<file path="config.mk">
export PLATFORM = sky130hd
export DESIGN_NAME = strip_ram_mp
export DESIGN_NICKNAME = d
export VERILOG_FILES = /design/src/rtl/strip_ram_pkg.sv /design/src/rtl/strip_ram_rd_port.sv /design/src/rtl/strip_ram_mp.sv
export SDC_FILE = /design/constraint.sdc
export NUM_CORES = 1
export LEC_CHECK = 0
export BUFFER_PORTS_ARGS = -buffer_cell sky130_fd_sc_hd__buf_2
export CAP_MARGIN = 30
export CORE_AREA = 2 2 137 139
export CTS_CLUSTER_SIZE = 8
export DETAILED_ROUTE_END_ITERATION = 12
export DIE_AREA = 0 0 139 141
export MAX_ROUTING_LAYER = met4
export PLACE_DENSITY = 0.63
export SLEW_MARGIN = 40
export SYNTH_ARGS = -nofsm -noshare
export SYNTH_HDL_FRONTEND = slang
export SYNTH_HIERARCHICAL = 1
export SYNTH_SLANG_ARGS = --single-unit
</file>
<file path="constraint.sdc">
create_clock -name clk -period 3.6 [get_ports clk]
set_input_delay 0.18 -clock clk [delete_from_list [all_inputs] [get_ports clk]]
set_output_delay 0.18 -clock clk [all_outputs]
set_load 0.02 [all_outputs]
</file>
<file path="src/rtl/strip_ram_pkg.sv">
// rtl/strip_ram_pkg.sv - shared state encoding and default constants for the strip-state RAM
package strip_ram_pkg;

    localparam int DEFAULT_DEPTH  = 14;
    localparam int DEFAULT_INIT0  = 128;
    localparam int DEFAULT_NUM_RD = 3;
    localparam int SENTINEL_ADDR  = 0;

    typedef enum logic {
        ST_CLEAR = 1'b0,
        ST_IDLE  = 1'b1
    } state_t;

endpackage

</file>
<file path="src/rtl/strip_ram_rd_port.sv">
// rtl/strip_ram_rd_port.sv - one registered read port with range check; forwarding under WRITE_BYPASS_EN
module strip_ram_rd_port #(
    parameter int ADDR_WIDTH = 4,
    parameter int DATA_WIDTH = 8,
    parameter int DEPTH      = 14
) (
    input  logic                        clk,
    input  logic                        rst,
    input  logic                        rd_accept,
    input  logic [ADDR_WIDTH-1:0]       addr,
    input  logic [DEPTH*DATA_WIDTH-1:0] mem_flat,
    input  logic                        wr_accept,
    input  logic [ADDR_WIDTH-1:0]       addr_write,
    input  logic [DATA_WIDTH-1:0]       data_in,
    output logic [DATA_WIDTH-1:0]       data_out
);

    localparam logic [ADDR_WIDTH:0] DEPTH_W = (ADDR_WIDTH+1)'(DEPTH);

    logic [DATA_WIDTH-1:0] word;

    always_comb begin
        word = '0;
        if ({1'b0, addr} < DEPTH_W) begin
            word = mem_flat[int'(addr)*DATA_WIDTH +: DATA_WIDTH];
        end
`ifdef WRITE_BYPASS_EN
        if (wr_accept && (addr_write == addr)) begin
            word = data_in;
        end
`endif
    end

`ifndef WRITE_BYPASS_EN
    logic unused_bypass;
    assign unused_bypass = ^{wr_accept, addr_write, data_in};
`endif

    always_ff @(posedge clk or posedge rst) begin
        if (rst) begin
            data_out <= '0;
        end else if (rd_accept) begin
            data_out <= word;
        end
    end

endmodule

</file>
<file path="src/rtl/strip_ram_mp.sv">
// rtl/strip_ram_mp.sv - multi-read-port strip-state RAM with clear engine; optional WRITE_BYPASS_EN forwarding
module strip_ram_mp
    import strip_ram_pkg::*;
#(
    parameter int ADDR_WIDTH = 4,
    parameter int DATA_WIDTH = 8,
    parameter int DEPTH      = DEFAULT_DEPTH,
    parameter int NUM_RD     = DEFAULT_NUM_RD,
    parameter int INIT0      = DEFAULT_INIT0
) (
    input  logic                         clk,
    input  logic                         rst,
    input  logic                         init_req,
    output logic                         busy,
    input  logic                         write_en,
    input  logic [ADDR_WIDTH-1:0]        addr_write,
    input  logic [DATA_WIDTH-1:0]        data_in,
    output logic                         wr_err,
    input  logic                         read_en,
    input  logic [NUM_RD*ADDR_WIDTH-1:0] addr_read,
    output logic [NUM_RD*DATA_WIDTH-1:0] data_out,
    output logic                         rd_valid
);

    localparam logic [ADDR_WIDTH:0]   DEPTH_W  = (ADDR_WIDTH+1)'(DEPTH);
    localparam logic [ADDR_WIDTH-1:0] LAST     = ADDR_WIDTH'(DEPTH-1);
    localparam logic [ADDR_WIDTH-1:0] SENTINEL = ADDR_WIDTH'(SENTINEL_ADDR);

    state_t                  state, state_next;
    logic [ADDR_WIDTH-1:0]   clr_cnt;
    logic [DATA_WIDTH-1:0]   mem [DEPTH];
    logic [DEPTH*DATA_WIDTH-1:0] mem_flat;
    logic                    clr_last, wr_accept, rd_accept;

    assign busy      = (state == ST_CLEAR);
    assign clr_last  = (clr_cnt == LAST);
    assign wr_accept = (state == ST_IDLE) && write_en && (addr_write != SENTINEL)
                       && ({1'b0, addr_write} < DEPTH_W);
    assign rd_accept = (state == ST_IDLE) && read_en;

    always_comb begin
        state_next = state;
        case (state)
            ST_CLEAR: if (clr_last) state_next = ST_IDLE;
            ST_IDLE:  if (init_req) state_next = ST_CLEAR;
            default:  state_next = ST_CLEAR;
        endcase
    end

    always_ff @(posedge clk or posedge rst) begin
        if (rst) begin
            state    <= ST_CLEAR;
            clr_cnt  <= '0;
            wr_err   <= 1'b0;
            rd_valid <= 1'b0;
        end else begin
            state    <= state_next;
            if (state == ST_CLEAR) begin
                clr_cnt <= clr_last ? '0 : clr_cnt + 1'b1;
            end
            wr_err   <= write_en && !wr_accept;
            rd_valid <= rd_accept;
        end
    end

    // Storage has no reset; the clear engine owns initialisation, so it never races a write.
    always_ff @(posedge clk) begin
        if (state == ST_CLEAR) begin
            mem[clr_cnt] <= (clr_cnt == SENTINEL) ? DATA_WIDTH'(INIT0) : '0;
        end else if (wr_accept) begin
            mem[addr_write] <= data_in;
        end
    end

    for (genvar g = 0; g < DEPTH; g++) begin : g_flat
        assign mem_flat[g*DATA_WIDTH +: DATA_WIDTH] = mem[g];
    end

    for (genvar p = 0; p < NUM_RD; p++) begin : g_rd
        strip_ram_rd_port #(
            .ADDR_WIDTH (ADDR_WIDTH),
            .DATA_WIDTH (DATA_WIDTH),
            .DEPTH      (DEPTH)
        ) u_rd_port (
            .clk        (clk),
            .rst        (rst),
            .rd_accept  (rd_accept),
            .addr       (addr_read[p*ADDR_WIDTH +: ADDR_WIDTH]),
            .mem_flat   (mem_flat),
            .wr_accept  (wr_accept),
            .addr_write (addr_write),
            .data_in    (data_in),
            .data_out   (data_out[p*DATA_WIDTH +: DATA_WIDTH])
        );
    end

endmodule

</file>
==> summary.md, run 1 <==
| Metric | Value |
|---|---|
| Peak VDD IR | 383 uV |
| Post-Place Setup Slack | 1.35 ns |
| Final setup TNS | 0 ns |
| Wire per inst | 26.6 um |
| Global-route wire length before repair | 34.7 mm |
| Worst-case reg-to-reg path depth | 3 |
| Worst Setup EP | mem[8][1]$_DFFE_PP_ |
| Number of global-route vias before repair | 5,749 |
| Syn_area_per_cell | 13.9 um^2 |
| Reg2reg start | state$_DFF_PP0_ |
| Routed vias | 5,653 |
| CP startpoint kind | flip-flop |
| Buf/Inv on CP | 0 |
| Worst Path Required | 3.74 ns |
| Hold Vio Cnt, Final | 0 |
| Critical path class | flip-flop to flip-flop |
| CP arrival | 2.45 ns |
| Worst-case register-to-register setup slack | 1.29 ns |
| PortBufs | 55 |
| Min Tclk post-route | 2.31 ns |
| Share of layout cells above drive strength 1 | 23.9% |
| Levels on crit path | 3 |
| Lkg Pwr | 3.41 nW |
| Fill count | 1,591 |
| Row count | 50 |
| Syn_nets | 608 |
| Cts repair resizes | 0 |
| Initial antenna violation count | 0 |
| Number of max-cap violations | 0 |
| First-pass DRT Iterations | 6 |
| Post-Syn Area | 8050 um^2 |
| Power Density | 655 nW/um^2 |
| Remaining DRCs | 0 |
| N_diodes | 0 |
| Reg-to-Reg End | mem[8][1]$_DFFE_PP_ |
| Crit path cell chain | nand2_2 -> a311oi_2 -> and2_1 |
| Crit path largest cell delay | 0.76 ns |
| Number of DRC markers in iteration 0 | 664 |
| CTS tree | built |
| Worst Hold Class | input pin to flip-flop |
| Seq/Total Area, Yosys | 51.4% |
| Fin crit share | 64.2% |
| Die height | 141 um |
| Max stage delay cell, worst path | a311oi_2 |
| Detail Placement HPWL | 14.5 mm |
| Total power draw | 5.88 mW |
| Root Buffer | clkbuf_16 |
| Final Net Count | 648 |
| Hold WS | 0.0477 ns |
| Largest net degree at the start of global routing | 36 |
| #FFs+latches synth | 143 |
| Post-synthesis cell type count | 48 |
| Clock Skews | 0.00663 ns |
| Total grt overflow | 0 |
| Worst setup path start | state$_DFF_PP0_ |
| Count of final setup violators | 0 |
| Crit-path max FO | 14 |
| Worst path setup slack after routing | 1.29 ns |
| Routability Congestion | 0.997 |
| RSZ-0062 raised after global routing | false |
| TritonCTS Buffers | 17 |
| Synthesis Warnings | 6 |
| P&R area growth vs syn | 11.6% |
| Syn Inst Count | 579 |
| Total length of routed wires | 23.1 mm |
| Worst-Skew Late Latency | 0.43 ns |
| Io pins | 56 |
| Die area | 19,600 um^2 |
| # H-tree levels | 4 |
| Tightest Pin Transition | 0.881 ns |
| Most common cell after layout, fill and taps aside | edfxtp_1 |
| Status | finished, final reports clean |
| Slew Viols, Final | 0 |
| Slew headroom | 41.3% |
| Fmax | 433 MHz |
| All-layer global routing usage | 24.7% |
| Clock Pin Slew Worst Setup and Hold Paths | 0.06 ns |
| Clk sinks | 143 |
| Die width | 139 um |
| Antenna-violating nets left | 0 |
| Vias per inst | 6.53 |
| Cell family contributing the most delay on the critical path | compound AO/OA/AOI/OAI gates |
| Worst-case clock buffer depth | 2 |
| Starting density of the core | 44.0% |
| Core area | 18,300 um^2 |
| Commonest cells after routing, fill and taps aside | 112 x edfxtp_1, 78 x mux2i_1, 52 x buf_2 |
| CP Capture Type | flip-flop |
## flip-flops by register name (all words and copies together), names as in the netlist
register and flops:
rd_valid 1, mem 112, clr_cnt 4, state 1
g_rd.u_rd_port/data_out 24, wr_err 1
## metal layers
| metal | vias to the layer above | routed length, um | global-route usage, % |
|---|---|---|---|
| li1 | 2435 | - | - |
| met1 | 2843 | 9680 | 31.1 |
| met2 | 313 | 11000 | 39.4 |
| met3 | 62 | 1710 | 4.82 |
| met4 | 0 | 683 | 10.5 |
| met5 | - | 0 | - |
## metrics by stage
step / utilization (%) / std cells / area [um^2]
after floorplan: - / 579 / 8050
after global placement: 45.6 / 832 / 8330
after detailed placement: 45.8 / 832 / 8360
after CTS: 49.1 / 866 / 8970
after global routing: 49.2 / 866 / 8980
final: 49.2 / 866 / 8980
## worst register-to-register path, stage by stage, from the launching register on
cell and delay (ns):
dfrtp_1 0.50, nand2_2 0.14, a311oi_2 0.76, and2_1 0.61
## report_power, final
group	internal, mW	switching (mW)
Sequential	2.25	0.267
Clock	1.03	0.733
Combinational	0.626	0.978
## synth_stat cells, drive strengths merged
master   instances  area [um^2]
xnor2            1         8.76
and2b            4         37.5
or2              8         50.1
o22ai           23          163
o32ai            4         35.0
nor2            51          191
mux2             7         78.8
o21a             1         7.51
a2bb2o           2         30.0
or4              1         7.51
a31oi           36          225
nand2b          16          100
mux4            36          901
nand3            1         5.00
o221ai           6         52.6
a211o           12          105
nand4            1         6.26
mux2i           78          781
or3b             3         33.8
o21ai            6         30.0
nor2b            2         12.5
o2bb2ai         25          219
a311oi           1         15.0
a21bo            6         60.1
and2             8         50.1
buf             37          335
a21oi            1         5.00
dfrtp           31          776
clkbuf          12         45.0
inv              8         30.0
nor3             2         10.0
edfxtp         112         3360
nand4b           6         52.6
nor4             2         27.5
or3              3         23.8
nand2           11         43.8
nand3b           3         22.5
a2bb2oi         12          105
## cells by family after synthesis
group	Yosys count	share of synthesized area [%]
DFF	143	51.4
AOI/OAI and AO/OA	135	13.1
and+or+nand+nor	122	8.38
muxes	121	21.9
buffers and inverters	57	5.10
xor gates and xnor gates	1	0.109
## area by class of cell
cell class	count	area (um^2)	area share, %
clock inverter	15	165	1.84
multi-input combinational	379	3530	39.3
inverter	8	30.0	0.334
timing repair buffer	70	400	4.46
clock buffer	17	425	4.74
sequential	143	4140	46.1
tap	234	293	3.26
## worst min-delay path by stage
stage | start | endpoint | depth (start not counted)
after CTS | write_en | wr_err$_DFF_PP0_ | 2
after detailed placement | rst | rd_valid$_DFF_PP0_ | 2
after floorplan | rst | clr_cnt[0]$_DFFE_PP0N_ | 1
final | write_en | wr_err$_DFF_PP0_ | 2
after global routing | write_en | wr_err$_DFF_PP0_ | 2
after global placement | rst | rd_valid$_DFF_PP0_ | 2
## repair_timing
action                                 4_1_cts  5_1_grt
endpoints found under the hold margin       32        0
buffers inserted                             0        0
hold buffers                                 2        0
Note: power is estimated with default switching activity, not from simulation.
==> inputs of run 2 (changes only) <==
==> constraint.sdc (replaced) <==
create_clock -name clk -period 2.4 [get_ports clk]
set_input_delay 0.12 -clock clk [delete_from_list [all_inputs] [get_ports clk]]
set_output_delay 0.12 -clock clk [all_outputs]
set_load 0.02 [all_outputs]
==> summary.md, run 2 (same netlist as run 1, synthesis figures left out) <==
| Metric | Value |
|---|---|
| Setup Buffers After CTS | 0 (unchanged) |
| Antenna-violating nets left | 0 (unchanged) |
| Fmax | 503 MHz (+16%) |
| PortBufs | 55 (unchanged) |
| Power Density | 990 nW/um^2 (+51%) |
| Cts repair resizes | 0 (unchanged) |
| P&R area growth vs syn | 13.9% |
| All-layer global routing usage | 24.4% (-0.34 points) |
| Io pins | 56 (unchanged) |
| Routed vias | 5,631 (-0.39%) |
| Lkg Pwr | 3.52 nW (+3.3%) |
| Peak VDD IR | 575 uV (+50%) |
| Reg2reg start | state$_DFF_PP0_ |
| Clock Skews | 0.00510 ns (-0.00153 ns) |
| Largest net degree at the start of global routing | 33 (-8.3%) |
| Global-route wire length before repair | 34.3 mm (-1.2%) |
| Clk sinks | 143 (unchanged) |
| Cell family contributing the most delay on the critical path | simple AND/OR/NAND/NOR gates |
| Wire per inst | 25.6 um (-3.9%) |
| Root Buffer | clkbuf_16 |
| Worst-case reg-to-reg path depth | 4 (+1) |
| Number of DRC markers in iteration 0 | 622 (-6.3%) |
| Commonest cells after routing, fill and taps aside | 112 x edfxtp_1, 78 x mux2i_1, 54 x buf_2 |
| Hold WS | 0.121 ns (+0.0730 ns) |
| Count of final setup violators | 0 (unchanged) |
| Max stage delay cell, worst path | dfrtp_1 |
| Crit path largest cell delay | 0.50 ns (-0.26 ns) |
| Min Tclk post-route | 1.99 ns (-0.322 ns) |
| Vias per inst | 6.38 (-2.3%) |
| Worst-Skew Late Latency | 0.43 ns (about the same) |
| RSZ-0062 raised after global routing | false |
| Hold path cells | 3 (+1) |
| Number of global-route vias before repair | 5,833 (+1.5%) |
| CTS Hold Bufs | 3 (+1) |
| Remaining DRCs | 0 (unchanged) |
| Row count | 50 (unchanged) |
| Levels on crit path | 4 (+1) |
| Total power draw | 9.07 mW (+54%) |
| Buf/Inv on CP | 1 (+1) |
| Top Registers | mem x112, g_rd.u_rd_port/data_out x24, clr_cnt x4 |
| Crit path cell chain | nand2_2 -> a311oi_2 -> buf_4 -> and2_1 |
| Worst path setup slack after routing | 0.412 ns (-0.878 ns) |
| Routability Congestion | 0.949 (-4.8%) |
| Crit-path max FO | 14 (unchanged) |
| Reg-to-Reg End | mem[13][0]$_DFFE_PP_ |
| Starting density of the core | 44.0% (unchanged) |
| Total length of routed wires | 22.6 mm (-2.0%) |
| Status | finished, final reports clean |
| Total grt overflow | 0 (unchanged) |
| Top reg by flops | mem |
| Slew Viols, Final | 0 (unchanged) |
| Hold Crit Start | addr_read[7] |
| Number of flip-flops in the largest register | 112 (unchanged) |
| Worst Path Required | 2.56 ns (-1.18 ns) |
| Final Net Count | 665 (+2.6%) |
| Hold Vio Cnt, Final | 0 (unchanged) |
| TritonCTS Buffers | 17 (unchanged) |
| Initial antenna violation count | 0 (unchanged) |
| Worst-case register-to-register setup slack | 0.41 ns (-0.88 ns) |
| Slew headroom | 46.8% (+5.6 points) |
| Hold EP | g_rd[1].u_rd_port/data_out[7]$_DFFE_PP0P_ |
| Clock Pin Slew Worst Setup and Hold Paths | 0.06 ns (about the same) |
| CP startpoint kind | flip-flop |
| Final setup TNS | 0 ns (unchanged) |
| Core area | 18,300 um^2 (unchanged) |
| CP Capture Type | flip-flop |
| First-pass DRT Iterations | 5 (-1) |
| Most common cell after layout, fill and taps aside | edfxtp_1 |
| CP arrival | 2.15 ns (-0.30 ns) |
| Die height | 141 um (unchanged) |
| N_diodes | 0 (unchanged) |
| # H-tree levels | 4 (unchanged) |
| Post-Place Setup Slack | 0.424 ns (-0.928 ns) |
| Number of max-cap violations | 0 (unchanged) |
| Tightest Pin Transition | 0.797 ns (-0.0837 ns) |
| Detail Placement HPWL | 15.1 mm (+4.2%) |
| Die width | 139 um (unchanged) |
| Fin crit share | 82.8% (+19 points) |
| Critical path class | flip-flop to flip-flop |
| Worst-case clock buffer depth | 2 (unchanged) |
| CTS tree | built |
| Share of layout cells above drive strength 1 | 24.3% (+0.45 points) |
| Die area | 19,600 um^2 (unchanged) |
| Worst Hold Class | input pin to flip-flop |
## run 2: worst min-delay path: cells and delay by family
kind | cells | cell delay [ns]
compound gates | 2 | 0.20
buf+inv | 1 | 0.19
## run 2: how the worst max path moves through the flow
stage	from	end	slack [ns]
after floorplan	state$_DFF_PP0_	mem[12][0]$_DFFE_PP_	0.45
after global placement	state$_DFF_PP0_	mem[4][6]$_DFFE_PP_	0.50
after detailed placement	state$_DFF_PP0_	mem[11][0]$_DFFE_PP_	0.42
after CTS	state$_DFF_PP0_	mem[13][0]$_DFFE_PP_	0.42
after global routing	state$_DFF_PP0_	mem[2][0]$_DFFE_PP_	0.33
final	state$_DFF_PP0_	mem[13][0]$_DFFE_PP_	0.41
## run 2: layout make-up
cell class                 count  area (um^2)
fill                        1562         9110
inverter                       8         30.0
clock inverter                13          194
multi-input combinational    379         3500
tap                          234          293
clock buffer                  19          433
timing repair buffer          87          576
sequential                   143         4140
## run 2: through the flow
| step | std cells | util (%) | instance area (um^2) |
|---|---|---|---|
| CTS | 883 | 50.1 | 9160 |
| floorplan | 579 | - | 8050 |
| global route | 883 | 50.2 | 9160 |
| finish | 883 | 50.2 | 9160 |
| global placement | 848 | 46.5 | 8500 |
| detailed placement | 848 | 46.5 | 8500 |
## run 2: metal layers
layer / routed length [um] / GRT usage, % / vias up / part of all wire (%)
met3: 1440 / 4.14 / 70 / 6.4
met5: 0 / - / - / 0
met4: 1010 / 12.5 / 0 / 4.5
met1: 8770 / 28.0 / 2815 / 39
li1: - / - / 2453 / -
met2: 11400 / 41.4 / 293 / 50
## run 2: power by group
part	internal, mW	leakage [nW]	switching (mW)
Sequential	3.37	1.45	0.400
Combinational	1.00	1.78	1.48
Clock	1.83	0.295	0.999
Total	6.19	3.52	2.88
==> inputs of run 3 (changes only) <==
--- a/config.mk
+++ b/config.mk
@@ -5,12 +5,13 @@
 export SDC_FILE = /design/constraint.sdc
 export NUM_CORES = 1
 export LEC_CHECK = 0
+export ABC_AREA = 1
 export BUFFER_PORTS_ARGS = -buffer_cell sky130_fd_sc_hd__buf_2
 export CAP_MARGIN = 30
-export CORE_AREA = 2 2 137 139
+export CORE_AREA = 2 2 142 144
 export CTS_CLUSTER_SIZE = 8
 export DETAILED_ROUTE_END_ITERATION = 12
-export DIE_AREA = 0 0 139 141
+export DIE_AREA = 0 0 144 146
 export MAX_ROUTING_LAYER = met4
 export PLACE_DENSITY = 0.63
 export SLEW_MARGIN = 40
==> constraint.sdc (replaced) <==
create_clock -name clk -period 2.02 [get_ports clk]
set_input_delay 0.101 -clock clk [delete_from_list [all_inputs] [get_ports clk]]
set_output_delay 0.101 -clock clk [all_outputs]
set_load 0.02 [all_outputs]
==> summary.md, run 3 <==
| Metric | Value |
|---|---|
| Antenna-violating nets left | 0 (unchanged) |
| Clock share of power | 26.3% (-4.8 points) |
| Syn_nets | 1,177 (+94%) |
| Routed vias | 7,976 (+42%) |
| Io pins | 56 (unchanged) |
| Initial antenna violation count | 0 (unchanged) |
| Number of DRC markers in iteration 0 | 1,158 (+86%) |
| Comb power frac | 29.5% (+2.2 points) |
| Number of global-route vias before repair | 7,140 (+22%) |
| Top_reg_cell synth | edfxtp_1 |
| Share of layout cells above drive strength 1 | 12.5% (-12 points) |
| Detail Placement HPWL | 20.3 mm (+34%) |
| Worst-case clock buffer depth | 2 (unchanged) |
| Wire per inst | 18.9 um (-26%) |
| Max stage delay cell, worst path | dfrtp_1 |
| Global-route wire length before repair | 42.2 mm (+23%) |
| Count of final setup violators | 0 (unchanged) |
| Lkg Pwr | 4.71 nW (+34%) |
| Count leader, synth | nand2_1 |
| Starting density of the core | 44.9% (+0.83 points) |
| Synth top cells by count | 426 x nand2_1, 225 x nand3_1, 131 x inv_1 |
| Clk sinks | 143 (unchanged) |
| Number of max-cap violations | 0 (unchanged) |
| Slew headroom | 57.6% (+11 points) |
| Post-synth top area cell | edfxtp_1 |
| Syn Inst Count | 1,148 (+98%) |
| Flop pwr share | 44.2% (+2.7 points) |
| Peak VDD IR | 766 uV (+33%) |
| Placed cells | 1,448 (+71%) |
| Seq/Total Area, Yosys | 47.7% (-3.7 points) |
| Switching Share | 37.8% (+6.0 points) |
| CP startpoint kind | flip-flop |
| Total grt overflow | 0 (unchanged) |
| Fmax | 566 MHz (+13%) |
| Clock Pin Slew Worst Setup and Hold Paths | 0.07 ns (about the same) |
| Synthesis Warnings | 6 (unchanged) |
| Worst-Skew Late Latency | 0.42 ns (about the same) |
| Internal power | 6.79 mW (+9.6%) |
| Psw | 4.12 mW (+43%) |
| Critical path class | flip-flop to flip-flop |
| Power Density | 1120 nW/um^2 (+13%) |
| Core area | 19,300 um^2 (+5.8%) |
| Total length of routed wires | 28.0 mm (+24%) |
| Crit path cell chain | nand2_1 -> clkinv_2 -> nand3_4 -> buf_4 -> nand2_1 -> nand2_1 -> nand3_2 -> nor2_1 -> buf_4 |
| Tightest Pin Transition | 0.636 ns (-0.162 ns) |
| Vias per inst | 5.38 (-16%) |
| Number of flip-flops in the largest register | 112 (unchanged) |
| Cts repair resizes | 0 (unchanged) |
| First-pass DRT Iterations | 6 (+1) |
| Slew Viols, Final | 0 (unchanged) |
| Routability Congestion | 1.00 (+5.4%) |
| Post-synth EDFFs | 112 (unchanged) |
| #FFs+latches synth | 143 (unchanged) |
| Fin util | 50.5% (+0.35 points) |
| Top reg by flops | mem |
| Post-Syn Area | 8680 um^2 (+7.8%) |
| Total power draw | 10.9 mW (+20%) |
| Fin cells | 1,482 (+68%) |
| Syn_area_per_cell | 7.56 um^2 (-46%) |
| Die width | 144 um (+3.6%) |
| Crit path largest cell delay | 0.37 ns (-0.13 ns) |
| Final Net Count | 1,234 (+86%) |
| Fin crit share | 87.4% (+4.6 points) |
| FFs w/ async S/R, synth | 21.7% (unchanged) |
| Post-synthesis cell type count | 26 (-46%) |
| Status | finished, final reports clean |
| Crit-path max FO | 15 (+1) |
| Top Registers | mem x112, g_rd.u_rd_port/data_out x24, clr_cnt x4 |
| Commonest cells after routing, fill and taps aside | 426 x nand2_1, 225 x nand3_1, 131 x inv_1 |
| Clock Skews | 0.0139 ns (+0.00879 ns) |
| Hold Vio Cnt, Final | 0 (unchanged) |
| Worst Path Required | 2.15 ns (-0.41 ns) |
| Worst Hold Class | input pin to flip-flop |
| Min Tclk post-route | 1.77 ns (-0.222 ns) |
| N_diodes | 0 (unchanged) |
| TritonCTS Buffers | 17 (unchanged) |
| Area contributors post-synth | edfxtp_1 39%, nand2_1 18%, nand3_1 13% |
| Die area | 21,000 um^2 (+7.3%) |
| P&R area growth vs syn | 12.5% |
| Top cell type's share of synthesized area | 38.8% (-3.0 points) |
| Most used cell, CP | nand2_1 |
| RSZ-0062 raised after global routing | false |
| # H-tree levels | 4 (unchanged) |
| Die height | 146 um (+3.5%) |
| Root Buffer | clkbuf_16 |
| Final setup TNS | 0 ns (unchanged) |
| CP Capture Type | flip-flop |
| CP arrival | 1.90 ns (-0.25 ns) |
| PortBufs | 55 (unchanged) |
| Most common cell after layout, fill and taps aside | nand2_1 |
| Remaining DRCs | 0 (unchanged) |
| Largest net degree at the start of global routing | 41 (+24%) |
| CTS tree | built |
| Row count | 51 (+2.0%) |
| All-layer global routing usage | 28.1% (+3.7 points) |
## run 3: cell count changes after synthesis, sizes merged, moves of 36 or more
| cell | previous run | this run |
|---|---|---|
| nand2 | 11 | 428 |
| nand3 | 1 | 229 |
| inv | 8 | 141 |
| mux2i | 78 | 0 |
| a31oi | 36 | 0 |
| mux4 | 36 | 0 |
## run 3: cell families (layout without fill, tap and decap cells)
group                  after synthesis  in the layout  share of synthesized area [%]
flip-flops                         143            143                           47.7
buffers and inverters              206            275                           11.5
AO/OA/AOI/OAI                       60             60                           4.02
XOR/XNOR                             1              1                          0.101
AND/OR/NAND/NOR                    738            738                           36.7
## run 3: layer usage
layer	track usage, %	vias up	wire length (um)	share of wire (%)
met2	37.8	458	11600	41
li1	-	3809	-	-
met5	-	-	0	0
met1	38.9	3646	11900	43
met4	11.4	0	868	3.1
met3	8.98	63	3610	13
## run 3: final timing paths
path                                                            from                                         to  slack [ns]  depth (start not counted)
min                                                    addr_read[11]  g_rd[2].u_rd_port/data_out[4]$_DFFE_PP0P_        0.11                          4
max reg2reg                                          state$_DFF_PP0_                       mem[12][0]$_DFFE_PP_        0.25                          9
max in group asynchronous                                        rst  g_rd[2].u_rd_port/data_out[1]$_DFFE_PP0P_        1.53                          3
max                                                  state$_DFF_PP0_                       mem[12][0]$_DFFE_PP_        0.25                          9
min reg2reg                g_rd[2].u_rd_port/data_out[0]$_DFFE_PP0P_  g_rd[2].u_rd_port/data_out[0]$_DFFE_PP0P_        0.47                          2
min in group asynchronous                                        rst                         rd_valid$_DFF_PP0_        0.24                          3
## run 3: stage by stage
stage	area, um^2	setup WS [ns]	hold WS, ns
floorplan	8680	0.243	-0.0956
global placement	9190	0.305	0.141
detailed placement	9200	0.262	0.144
CTS	9760	0.254	0.0861
global route	9760	0.0987	0.135
finish	9760	0.254	0.110
## run 3: repair_timing
action,in CTS,in global routing
buffers inserted,0,0
setup endpoints to repair,0,0
hold endpoints to repair,33,0
hold buffers,3,0
## run 3: cell type report
| cell class | instances | area [um^2] |
|---|---|---|
| Sequential cell | 143 | 4140 |
| Tap cell | 265 | 332 |
| Timing Repair Buffer | 102 | 673 |
| Fill cell | 1886 | 9570 |
| Clock inverter | 13 | 106 |
| Inverter | 142 | 534 |
| Clock buffer | 18 | 429 |
| Multi-Input combinational cell | 799 | 3550 |
## run 3: worst max-delay path: cells and delay by family, from the launching register on
kind / cells / cell delay (ns)
flops: 1 / 0.37
buf+inv: 3 / 0.47
simple gates: 6 / 0.62
## run 3: power groups by stage
stage	Combinational (mW)	Clock (mW)	Sequential, mW
detailed placement	3.20	0	4.83
floorplan	1.93	0	4.83
global route	3.60	3.03	4.89
finish	3.22	2.87	4.82
global placement	3.16	0	4.83
CTS	3.22	2.89	4.78
